$ cat src/rtl/lc3b_rr_mem_arbiter.sv
// Line-granularity arbiter: N upstream cache channels share one downstream memory port.
// One transaction is in flight at a time; round-robin or fixed-priority winner selection.
module lc3b_rr_mem_arbiter #(
    parameter int unsigned N_CH    = 2,
    parameter int unsigned ADDR_W  = 16,
    parameter int unsigned LINE_W  = 128,
    parameter int unsigned RR_MODE = 1
) (
    input  logic                     clk,
    input  logic                     rst_n,
    input  logic [N_CH-1:0]          up_read,
    input  logic [N_CH-1:0]          up_write,
    input  logic [N_CH*ADDR_W-1:0]   up_address,
    input  logic [N_CH*LINE_W-1:0]   up_wdata,
    output logic [LINE_W-1:0]        up_rdata,
    output logic [N_CH-1:0]          up_resp,
    output logic                     dn_read,
    output logic                     dn_write,
    output logic [ADDR_W-1:0]        dn_address,
    output logic [LINE_W-1:0]        dn_wdata,
    input  logic [LINE_W-1:0]        dn_rdata,
    input  logic                     dn_resp
);

    localparam int unsigned CH_W = (N_CH > 1) ? $clog2(N_CH) : 1;

    typedef enum logic [1:0] {
        StIdle,
        StIssue,
        StResp
    } state_e;

    state_e            state_q, state_d;
    logic [CH_W-1:0]   grant_q, grant_d;
    logic [CH_W-1:0]   rr_ptr_q, rr_ptr_d;
    logic              op_wr_q, op_wr_d;
    logic [ADDR_W-1:0] addr_q, addr_d;
    logic [LINE_W-1:0] wdata_q, wdata_d;
    logic [LINE_W-1:0] rdata_q, rdata_d;

    logic [N_CH-1:0]   req;
    logic              any_req;
    logic [CH_W-1:0]   scan_base;
    logic [CH_W-1:0]   win;
    logic              found;
    int unsigned       scan_idx;

    logic [ADDR_W-1:0] ch_addr  [N_CH];
    logic [LINE_W-1:0] ch_wdata [N_CH];

    assign req     = up_read | up_write;
    assign any_req = |req;

    for (genvar c = 0; c < N_CH; c++) begin : g_unpack
        assign ch_addr[c]  = up_address[c*ADDR_W +: ADDR_W];
        assign ch_wdata[c] = up_wdata[c*LINE_W +: LINE_W];
    end

    // Scan from the base index upward, wrapping; fixed priority scans from channel 0.
    always_comb begin
        scan_base = (RR_MODE != 0) ? rr_ptr_q : '0;
        win       = '0;
        found     = 1'b0;
        scan_idx  = 0;
        for (int unsigned i = 0; i < N_CH; i++) begin
            scan_idx = 32'(scan_base) + i;
            if (scan_idx >= N_CH) begin
                scan_idx = scan_idx - N_CH;
            end
            if (!found && req[CH_W'(scan_idx)]) begin
                found = 1'b1;
                win   = CH_W'(scan_idx);
            end
        end
    end

    always_ff @(posedge clk or negedge rst_n) begin
        if (!rst_n) begin
            state_q  <= StIdle;
            grant_q  <= '0;
            rr_ptr_q <= '0;
            op_wr_q  <= 1'b0;
            addr_q   <= '0;
            wdata_q  <= '0;
            rdata_q  <= '0;
        end else begin
            state_q  <= state_d;
            grant_q  <= grant_d;
            rr_ptr_q <= rr_ptr_d;
            op_wr_q  <= op_wr_d;
            addr_q   <= addr_d;
            wdata_q  <= wdata_d;
            rdata_q  <= rdata_d;
        end
    end

    always_comb begin
        state_d  = state_q;
        grant_d  = grant_q;
        rr_ptr_d = rr_ptr_q;
        op_wr_d  = op_wr_q;
        addr_d   = addr_q;
        wdata_d  = wdata_q;
        rdata_d  = rdata_q;
        unique case (state_q)
            StIdle: begin
                if (any_req) begin
                    grant_d = win;
                    // A channel asserting both read and write is treated as a write.
                    op_wr_d = up_write[win];
                    addr_d  = ch_addr[win];
                    wdata_d = ch_wdata[win];
                    state_d = StIssue;
                end
            end
            StIssue: begin
                if (dn_resp) begin
                    rdata_d = op_wr_q ? '0 : dn_rdata;
                    state_d = StResp;
                end
            end
            StResp: begin
                rr_ptr_d = (grant_q == CH_W'(N_CH - 1)) ? '0 : grant_q + 1'b1;
                state_d  = StIdle;
            end
            default: state_d = StIdle;
        endcase
    end

    // Outputs decode from registered state only, so an async reset clears them at once.
    always_comb begin
        dn_read    = 1'b0;
        dn_write   = 1'b0;
        dn_address = '0;
        dn_wdata   = '0;
        up_resp    = '0;
        up_rdata   = '0;
        if (state_q == StIssue) begin
            dn_read    = ~op_wr_q;
            dn_write   = op_wr_q;
            dn_address = addr_q;
            dn_wdata   = wdata_q;
        end
        if (state_q == StResp) begin
            up_resp[grant_q] = 1'b1;
            up_rdata         = rdata_q;
        end
    end

endmodule

$ cat config.mk
export PLATFORM = sky130hd
export DESIGN_NAME = lc3b_rr_mem_arbiter
export DESIGN_NICKNAME = d
export VERILOG_FILES = /design/src/rtl/lc3b_rr_mem_arbiter.sv
export SDC_FILE = /design/constraint.sdc
export NUM_CORES = 1
export LEC_CHECK = 0
export ABC_CLOCK_PERIOD_IN_PS = 2910
export BUFFER_PORTS_ARGS = -buffer_cell sky130_fd_sc_hd__buf_2
export CORE_AREA = 2 2 273 275
export CTS_CLUSTER_SIZE = 8
export DETAILED_ROUTE_END_ITERATION = 10
export DIE_AREA = 0 0 275 277
export GPL_TIMING_DRIVEN = 0
export HOLD_SLACK_MARGIN = 0.12
export PLACE_DENSITY_LB_ADDON = 0.1
export SYNTH_ARGS = -nofsm -noshare
export SYNTH_HDL_FRONTEND = slang
export SYNTH_SLANG_ARGS = --single-unit
$ cat constraint.sdc
create_clock -name clk -period 2.91 [get_ports clk]
set_input_delay 0.291 -clock clk [delete_from_list [all_inputs] [get_ports clk]]
set_output_delay 0.291 -clock clk [all_outputs]
set_load 0.01 [all_outputs]
==> metrics.csv <==
stage,metric,value,unit
timing,hold-worst-slack,0.157,ns
detailed_routing,wl_met2,40.7,mm
critical_path,crit_chain,"nor2b_1, clkbuf_8, clkbuf_8, clkbuf_2, and2_1, buf_2",
power,sequentialPowerShare,29.3,%
global_routing,grt_pass1_vias,19600,
floorplan,die_w,275,um
detailed_routing,wl_met3,5.40,mm
worst_hold_path,hold_start,up_wdata[130],
detailed_routing,ant_nets,0,
logic_synthesis,seq_area_frac_synth,43.6,%
logic_synthesis,yosys_warnings,0,
power,vdd.ir_drop.worst,0.504,mV
power,p_int,12800,uW
clocking,cts_buffer_depth,3,
critical_path,worst-path-buf-inv,4,
global_routing,antenna_found_initial,20,
clocking,cts_root_buffer,clkbuf_16,
power,power_density,859,nW/um2
worst_hold_path,hold_end,wdata_q[2],
global_routing,grt_overflow,0,
logic_synthesis,synth_cell_type_count,21,
clocking,cts_tree,done,
logic_synthesis,synth-seq-cells,277,
cells_and_area,area_growth,61.5,%
timing,rsz0062_at_grt,false,
critical_path,r2r-start,rr_ptr_q,
place,dp_slack,-0.624,ns
cells_and_area,final_nets,3435,
critical_path,crit_path_max_incr_delay,0.42,ns
power,swShare,42.1,%
global_routing,grt_usage,20.8,%
detailed_routing,vias_per_cell,4.64,
critical_path,cp_top_family,buffers and inverters,
logic_synthesis,syn_area_per_cell,8.39,um2
clocking,clock-sinks,277,
global_routing,grt_pass1_wl,121,mm
timing,maxSlewViolCount,0,
power,leakage,0.0126,uW
status,status,finished clean,
floorplan,io_pins,699,
timing,timing.final.ws_setup,0.195,ns
critical_path,arrival,2.42,ns
detailed_routing,drc,0,
clocking,post_cts_buffers,0,
floorplan,start_util,21.6,%
power,combPwrFrac,50.0,%
timing,skew,0.0119,ns
critical_path,cp_slowest_cell,dfrtp_1,
floorplan,die_area,76200,um2
floorplan,rows,100,
critical_path,worstSetupPathType,flop to output port,
clocking,path_clk_slew,0.05,ns
timing,tightest_slew,0.903,ns
timing,fin_crit,2.71,ns
critical_path,reg2reg_depth,6,
detailed_routing,dr.first_iter.drc_count,798,
place,hpwl,61.6,mm
cells_and_area,layout_common_cells,"buf_2 (729), o21ai_0 (417), dlygate4sd3_1 (376)",
timing,setup_violations,0,
detailed_routing,wl_met1,33.4,mm
detailed_routing,vias,18500,
critical_path,crit_path_start_kind,flop,
clocking,clock_latency,0.55,ns
critical_path,r2r_end,grant_q,
critical_path,path_common_cell,clkbuf_8,
critical_path,critPathCaptureType,output port,
detailed_routing,wirelength,82.3,mm
worst_hold_path,holdPathStages,4,
cells_and_area,drive_gt1_share,26.3,%
timing,clock.fmax,368,MHz
timing,hold_violations,0,
floorplan,die_h,277,um
timing,slew-limit-headroom,39.8,%
place,finalWeightedCongestion,0.918,
cells_and_area,fill_cells,7941,
clocking,h-tree-depth,2,
detailed_routing,avgRoutedWirePerCell,20.6,um
logic_synthesis,syn-cell-area,15900,um2
power,clkPwrFrac,20.7,%
clocking,cts_buffers,41,
detailed_routing,top_layer_used,met5,
logic_synthesis,synthCells,1893,
place,io_buffer_count,698,
job,drv_cap,0,
critical_path,reg2reg_slack,0.21,ns
detailed_routing,drtPass1Iterations,5,
cells_and_area,final_common_cell,buf_2,
critical_path,cp_max_fo,10,
timing,min_period_over_period,93.3,%
floorplan,design.core.area,73600,um2
logic_synthesis,syn-num-nets,2316,
critical_path,cp_data_required_time,2.62,ns
power,p_sw,9280,uW
worst_hold_path,holdCritPathClass,input port to flop,
global_routing,grt_max_degree,103,
## synth_stat cells, drive strengths merged
cell	count	area [um2]
nand2b	131	820
a21bo	1	10.0
buf	36	190
a21o	1	7.51
mux2	1	11.3
inv	1	3.75
nor2	6	22.5
o211a	144	1440
a21oi	289	1450
nand2	130	488
o21ba	1	10.0
and2	274	1710
nor2b	2	12.5
dfrtp	277	6930
clkbuf	179	672
o21ai	417	2090
o31ai	1	7.51
or4	1	7.51
nand3b	1	7.51
## kinds of logic after synthesis
| kind of cell | Yosys count | share of synthesized area [%] |
|---|---|---|
| muxes | 1 | 0.0709 |
| AOI/OAI and AO/OA | 854 | 31.5 |
| and+or+nand+nor | 545 | 19.3 |
| DFF | 277 | 43.6 |
| buffers and inverters | 216 | 5.45 |
## registers in the layout, indices dropped and copies added, names as in the netlist
signal	count
op_wr_q	1
wdata_q	128
rr_ptr_q	1
addr_q	16
state_q	2
rdata_q	128
grant_q	1
## worst max path at each step
stage	start	slack (ns)	cells past startpoint	endpoint
after floorplan	state_q[0]	1.21	5	dn_wdata[100]
after global placement	rst_n	-4.56	1	wdata_q[53]
after detailed placement	state_q[0]	-0.62	6	dn_wdata[100]
after CTS	rr_ptr_q	0.02	6	grant_q
after global routing	rr_ptr_q	0.005	6	grant_q
final	state_q[0]	0.20	6	dn_wdata[100]
## metrics by stage
step | total power, uW | instances | setup TNS [ns] | cell area, um2 | utilization, %
6_report | 22000 | 3999 | 0 | 25700 | 34.9
5_1_grt | 23700 | 3998 | 0 | 25700 | 34.9
4_1_cts | 22400 | 3989 | 0 | 25600 | 34.8
3_5_place_dp | 17200 | 3563 | -24.48 | 20700 | 28.1
3_3_place_gp | 17100 | 3560 | -1281.79 | 20600 | 28.0
2_1_floorplan | 12500 | 1893 | 0 | 15900 | -
## per-layer routing
layer  global-route usage [%]  vias up
met2                     36.8      636
met5                        0        -
met4                     6.57       18
li1                         -     8811
met1                     24.5     8907
met3                     5.06      165
## layout make-up
cell class	count	area (um2)	area share, %
timing repair buffer	1077	7350	28.6
clock buffer	50	1140	4.45
buffer	214	893	3.48
antenna	10	25.0	0.0975
multi-input combinational	1400	8100	31.5
tap	969	1210	4.72
inverter	1	3.75	0.0146
clock inverter	1	8.76	0.0341
sequential	277	6930	27.0
## power by group through the flow
stage	combinational [uW]	clock, uW	sequential (uW)
after global routing	12200	4890	6650
after global placement	10700	0	6470
after CTS	11200	4760	6450
final	11000	4570	6460
after floorplan	6370	0	6180
after detailed placement	10700	0	6490
## tightest hold or removal path, stage by stage
cell and delay (ns):
buf_2 0.11, o21ai_0 0.07, o211a_1 0.14, a21oi_1 0.06
## what timing repair did
action	in CTS	in global routing
gates resized for setup	10	4
hold buffers	376	0
setup endpoints to repair	343	2
hold endpoints to repair	450	0
(Power assumes the default switching activity.)
